<file path="config.mk">
export PLATFORM = sky130hd
export DESIGN_NAME = alu_seq_unit
export DESIGN_NICKNAME = d
export VERILOG_FILES = /design/src/rtl/alu_pkg.sv /design/src/rtl/alu_comb_core.sv /design/src/rtl/alu_seq_unit.sv
export SDC_FILE = /design/constraint.sdc
export NUM_CORES = 1
export LEC_CHECK = 0
export ABC_CLOCK_PERIOD_IN_PS = 8200
export BUFFER_PORTS_ARGS = -buffer_cell sky130_fd_sc_hd__buf_4
export CORE_ASPECT_RATIO = 1.25
export CORE_MARGIN = 3
export CORE_UTILIZATION = 45
export DETAILED_ROUTE_END_ITERATION = 12
export MAX_ROUTING_LAYER = met4
export SETUP_SLACK_MARGIN = 0.5
export SYNTH_ARGS = -nofsm -noshare
export SYNTH_HDL_FRONTEND = slang
export SYNTH_HIERARCHICAL = 1
export SYNTH_SLANG_ARGS = --single-unit
export TNS_END_PERCENT = 50
</file>
<file path="constraint.sdc">
create_clock -name clk -period 8.2 [get_ports clk]
set_clock_uncertainty 0.05 [all_clocks]
set_input_delay 1.23 -clock clk [delete_from_list [all_inputs] [get_ports clk]]
set_output_delay 1.23 -clock clk [all_outputs]
set_load 0.05 [all_outputs]
</file>
<file path="src/rtl/alu_pkg.sv">
// Shared op codes, FSM state encoding and op classification for the sequential ALU.
// Optional ALU_SEQ_SRA_EN turns code 011 into an iterative arithmetic right shift.
package alu_pkg;

    localparam logic [2:0] ALU_ADD = 3'b000;
    localparam logic [2:0] ALU_SLL = 3'b001;
    localparam logic [2:0] ALU_SUB = 3'b010;
    localparam logic [2:0] ALU_SRA = 3'b011;
    localparam logic [2:0] ALU_XOR = 3'b100;
    localparam logic [2:0] ALU_SRL = 3'b101;
    localparam logic [2:0] ALU_OR  = 3'b110;
    localparam logic [2:0] ALU_AND = 3'b111;

    typedef enum logic [1:0] {
        ST_IDLE  = 2'd0,
        ST_SHIFT = 2'd1,
        ST_DONE  = 2'd2
    } alu_state_e;

    // Ops that go through the iterative shifter rather than the one-cycle core.
    function automatic logic is_shift(input logic [2:0] code);
`ifdef ALU_SEQ_SRA_EN
        return (code == ALU_SLL) || (code == ALU_SRL) || (code == ALU_SRA);
`else
        return (code == ALU_SLL) || (code == ALU_SRL);
`endif
    endfunction

endpackage

</file>
<file path="src/rtl/alu_comb_core.sv">
// Single-cycle ADD/SUB/logic datapath with signed less-than for SUB.
// Any code it does not recognise (including 011 without SRA support) resolves to ADD.
module alu_comb_core
    import alu_pkg::*;
#(
    parameter int unsigned XLEN = 32
) (
    input  logic [2:0]      code,
    input  logic [XLEN-1:0] a,
    input  logic [XLEN-1:0] b,
    output logic [XLEN-1:0] res_c,
    output logic            lt_c
);

    logic [XLEN-1:0] diff;
    logic            ovf;

    assign diff = a - b;
    assign ovf  = (a[XLEN-1] ^ b[XLEN-1]) & (diff[XLEN-1] ^ a[XLEN-1]);

    always_comb begin
        res_c = a + b;
        lt_c  = 1'b0;
        case (code)
            ALU_SUB: begin
                res_c = diff;
                lt_c  = diff[XLEN-1] ^ ovf;
            end
            ALU_XOR: res_c = a ^ b;
            ALU_OR:  res_c = a | b;
            ALU_AND: res_c = a & b;
            default: res_c = a + b;
        endcase
    end

endmodule

</file>
<file path="src/rtl/alu_seq_unit.sv">
// Execute-stage ALU: one-cycle arithmetic/logic, bit-serial shifts, valid/ready in and out.
// Build with ALU_SEQ_SRA_EN to execute code 011 as SRA; otherwise 011 is ADD.
module alu_seq_unit
    import alu_pkg::*;
#(
    parameter int unsigned XLEN = 32
) (
    input  logic            clk,
    input  logic            rst_n,
    input  logic            in_valid,
    output logic            in_ready,
    input  logic [2:0]      ALU_control,
    input  logic [XLEN-1:0] op_a,
    input  logic [XLEN-1:0] op_b,
    output logic            out_valid,
    input  logic            out_ready,
    output logic [XLEN-1:0] result,
    output logic            zero,
    output logic            lt
);

    localparam int unsigned SHAMT_W = $clog2(XLEN);

    alu_state_e       state;
    logic [2:0]       code_q;
    logic [XLEN-1:0]  acc;
    logic [XLEN-1:0]  acc_nxt;
    logic [SHAMT_W-1:0] cnt;
    logic [SHAMT_W-1:0] shamt;
    logic [XLEN-1:0]  core_res;
    logic             core_lt;

    assign shamt = op_b[SHAMT_W-1:0];

    alu_comb_core #(.XLEN(XLEN)) u_core (
        .code  (ALU_control),
        .a     (op_a),
        .b     (op_b),
        .res_c (core_res),
        .lt_c  (core_lt)
    );

    // One-bit step of the shift accumulator, direction chosen by the latched code.
    always_comb begin
        acc_nxt = {acc[XLEN-2:0], 1'b0};
        case (code_q)
            ALU_SRL: acc_nxt = {1'b0, acc[XLEN-1:1]};
`ifdef ALU_SEQ_SRA_EN
            ALU_SRA: acc_nxt = {acc[XLEN-1], acc[XLEN-1:1]};
`endif
            default: acc_nxt = {acc[XLEN-2:0], 1'b0};
        endcase
    end

    always_ff @(posedge clk) begin
        if (!rst_n) begin
            state     <= ST_IDLE;
            code_q    <= ALU_ADD;
            acc       <= '0;
            cnt       <= '0;
            in_ready  <= 1'b1;
            out_valid <= 1'b0;
            result    <= '0;
            zero      <= 1'b0;
            lt        <= 1'b0;
        end else begin
            case (state)
                ST_IDLE: begin
                    if (in_valid) begin
                        code_q   <= ALU_control;
                        in_ready <= 1'b0;
                        if (!is_shift(ALU_control)) begin
                            result    <= core_res;
                            zero      <= (core_res == '0);
                            lt        <= core_lt;
                            out_valid <= 1'b1;
                            state     <= ST_DONE;
                        end else if (shamt == '0) begin
                            result    <= op_a;
                            zero      <= (op_a == '0);
                            lt        <= 1'b0;
                            out_valid <= 1'b1;
                            state     <= ST_DONE;
                        end else begin
                            acc   <= op_a;
                            cnt   <= shamt;
                            state <= ST_SHIFT;
                        end
                    end
                end
                ST_SHIFT: begin
                    acc <= acc_nxt;
                    cnt <= cnt - SHAMT_W'(1);
                    if (cnt == SHAMT_W'(1)) begin
                        result    <= acc_nxt;
                        zero      <= (acc_nxt == '0);
                        lt        <= 1'b0;
                        out_valid <= 1'b1;
                        state     <= ST_DONE;
                    end
                end
                ST_DONE: begin
                    if (out_ready) begin
                        out_valid <= 1'b0;
                        in_ready  <= 1'b1;
                        state     <= ST_IDLE;
                    end
                end
                default: begin
                    state     <= ST_IDLE;
                    in_ready  <= 1'b1;
                    out_valid <= 1'b0;
                end
            endcase
        end
    end

endmodule

</file>
==> summary.txt <==
Cells and area
  – Nets: 1559
  – Most frequent standard cell in the layout excluding fill and tap cells: sky130_fd_sc_hd__nand2_1
  – Share of layout cells above drive strength 1: 13.4%
  – Area growth syn-to-layout: 10.6%
  – FILL cells: 2197
  – Commonest non-fill, non-tap cells in the layout: 144 x sky130_fd_sc_hd__nand2_1, 119 x sky130_fd_sc_hd__buf_4, 117 x sky130_fd_sc_hd__inv_1
  – Diode insertion count for antenna repair: 0
  – Cell area after layout: 0.0111 mm2
  – Post-layout utilization of the core: 51.2%

Worst setup path
  – Logic depth of the worst register-to-register path: 5
  – Capturing element of the worst setup path: result[31]
  – CP Class: in -> reg
  – CP startpoint: op_b[1]
  – Crit path capture type: flop
  – Max FO, Critical Path: 5
  – Register-to-register path setup slack: 5170 ps
  – Worst endpoint data arrival time: 5700 ps
  – Critical register-to-register path startpoint: state[0]
  – Critical Path RT: 8440 ps
  – Reg-to-Reg End: result[15]
  – Element type at the critical path start: input port

Global route
  – Antenna violations before repair: 0
  – Largest net degree at the start of global routing: 71
  – Via count of the first global-routing pass: 10112
  – Global route total overflow: 0
  – Global-route wire length before repair: 57000 um
  – Overall fraction of global-route tracks in use: 29.5%

Route
  – Detailed-route via count: 10862
  – DRC viols: 0
  – Routed length per instance: 21.8 um
  – Initial detailed-routing violation count: 1104
  – Number of antenna-violating nets in the routed design: 0
  – Number of iterations in the first detailed-routing pass: 6
  – Wirelength, routed: 36500 um
  – Average vias per placed instance: 6.50

Clock network
  – Clock network latency to the later pin of the worst-skew pair: 340 ps
  – Number of H-tree branching levels: 3
  – Post CTS Setup Buffer Count: 0
  – TritonCTS clock tree: built
  – CTS Sinks: 78
  – Reg clk slew, reported paths: 70 ps
  – Hold-fix buffers, CTS: 0
  – Cell at the root of the clock tree: sky130_fd_sc_hd__clkbuf_16
  – Number of clock buffers inserted by TritonCTS: 9
  – Number of gates resized after cts: 0
  – Number of buffers on the longest clock path: 2

Min path
  – Worst hold path class: reg -> reg

Timing
  – Hold_ws: 436 ps
  – Ratio of final minimum period to clock period: 66.5%
  – Worst Tran Pin Value: 1160 ps
  – Slew HR: 20.4%
  – Least setup slack across all paths after layout: 2740 ps
  – Unrepaired setup endpoints after global routing: no
  – Final Max Slew Viols: 0
  – Total setup violations reported at the end of the flow: 0
  – Peak clock frequency supported by timing: 183 MHz
  – Endpoints failing hold: 0
  – Final critical-path required period: 5460 ps
  – Post-Route Setup TNS: 0 ps

Die
  – Num ports: 107
  – Die height: 173 um
  – Starting utilization of the core area: 46.3%
  – Floorplan row count: 60
  – Std-Cell Core Area: 0.0217 mm2
  – Width of the die: 140 um
  – Die area: 0.0241 mm2

Synth
  – FFs w/ async S/R, synth: 0%
  – Synth Net Count: 1538
  – Count of mapped cells out of synthesis: 1367
  – Number of synthesized register bits: 78
  – Post-synthesis instance area: 0.0100 mm2
  – Total number of yosys warnings: 6
  – Mean post-synth cell area: 7.34 um2
  – Synth unique cells: 82
  – Sequential-to-total area share from yosys stat: 15.6%
  – EDFF count, synth: 0
  – Most frequently used flop master after synthesis: sky130_fd_sc_hd__dfxtp_1

Pwr
  – Peak supply drop: 0.000150 V
  – Cell Pwr Density: 139 mW/mm2
  – Static leakage power: 4.97 nW

Placement
  – Hpwl dp: 26700 um
  – Pre-CTS setup slack: 2460 ps
  – Placed standard-cell area: 0.0108 mm2
  – Weighted congestion at the end of routability-driven global placement: 0.976
  – Port bufs: 106

Run status
  – Outcome: finished clean

Job
  – Number of max-capacitance violations reported: 0
==> routing by layer <==
metal  global-route usage (%)  part of all wire (%)  up-vias
met1                     38.8                    43     5159
met2                     46.0                    46      530
met4                     11.8                   3.8        0
met5                        -                     0        -
li1                         -                     -     5084
met3                     3.93                   8.0       89
==> cells by family (layout without fill, tap and decap cells) <==
logic type	Yosys count	after routing	synth area share (%)
adder cells (fa/ha/maj)	100	100	12.7
flip-flops	78	78	15.6
AND/OR/NAND/NOR	393	393	18.9
multiplexers	50	50	5.02
buffers and inverters	228	254	9.22
XOR/XNOR	7	7	0.611
AO/OA/AOI/OAI	511	511	38.0
==> synthesized netlist by cell type (all sizes together), types with 12 or more instances <==
master,number,area (um2)
a2111oi,33,395
a22oi,15,113
o2bb2ai,31,272
clkbuf,68,256
dfxtp,78,1560
a22o,42,368
nor2,80,300
a221o,15,151
o211ai,13,97.6
mux2i,47,470
nor4,28,175
nor3,23,138
a21oi,93,469
nand2,144,541
buf,41,223
ha,97,1210
nand3,19,95.1
and3,36,225
o21a,68,510
o221ai,12,111
nor2b,13,81.3
a21o,12,90.1
o21ai,77,397
o22ai,18,113
inv,119,447
==> sequential cells by signal (all words and copies together) (netlist names) <==
register,count
state,2
in_ready,1
acc,32
result,32
cnt,5
zero,1
lt,1
out_valid,1
code_q,3
==> critical path, cell delays in order <==
cell and delay (ps):
sky130_fd_sc_hd__buf_4 120, sky130_fd_sc_hd__inv_1 90, sky130_fd_sc_hd__ha_1 340, sky130_fd_sc_hd__nor2_1 80, sky130_fd_sc_hd__o311ai_0 570, sky130_fd_sc_hd__nand3_1 290
sky130_fd_sc_hd__a31oi_1 390, sky130_fd_sc_hd__o221ai_2 270, sky130_fd_sc_hd__a21oi_1 310, sky130_fd_sc_hd__o21ai_0 130, sky130_fd_sc_hd__a221oi_1 310, sky130_fd_sc_hd__fa_1 470
sky130_fd_sc_hd__nor3_1 140, sky130_fd_sc_hd__o21ai_0 110, sky130_fd_sc_hd__o211ai_1 140, sky130_fd_sc_hd__mux2_2 180, sky130_fd_sc_hd__nand2_1 60, sky130_fd_sc_hd__a211oi_1 300
sky130_fd_sc_hd__o21a_1 150
==> worst min path at each step <==
stage / from / endpoint / cells after the start
3_5_place_dp: lt / lt / 2
5_1_grt: lt / lt / 2
3_3_place_gp: out_valid / out_valid / 1
2_1_floorplan: acc[8] / acc[8] / 1
4_1_cts: lt / lt / 2
6_report: lt / lt / 2
==> layout make-up <==
class	count	area (um2)	area share, %
clock buffer	10	239	2.15
clock inverter	6	52.6	0.473
inverter	119	447	4.02
multi-input combinational	1061	7560	68.1
sequential	78	1560	14.1
tap	279	349	3.14
timing repair buffer	119	893	8.05
==> power by group <==
part           switching [W]  internal (W)  leakage (nW)
sequential         0.0000254      0.000405         0.637
clock               0.000180      0.000219         0.138
combinational       0.000460      0.000258          4.19
==> stage by stage <==
step           total power, W  std cells
2_1_floorplan        0.000930       1367
3_3_place_gp          0.00114       1656
3_5_place_dp          0.00114       1656
4_1_cts               0.00154       1672
5_1_grt               0.00163       1672
6_report              0.00155       1672
Note: power is estimated with default switching activity, not from simulation.
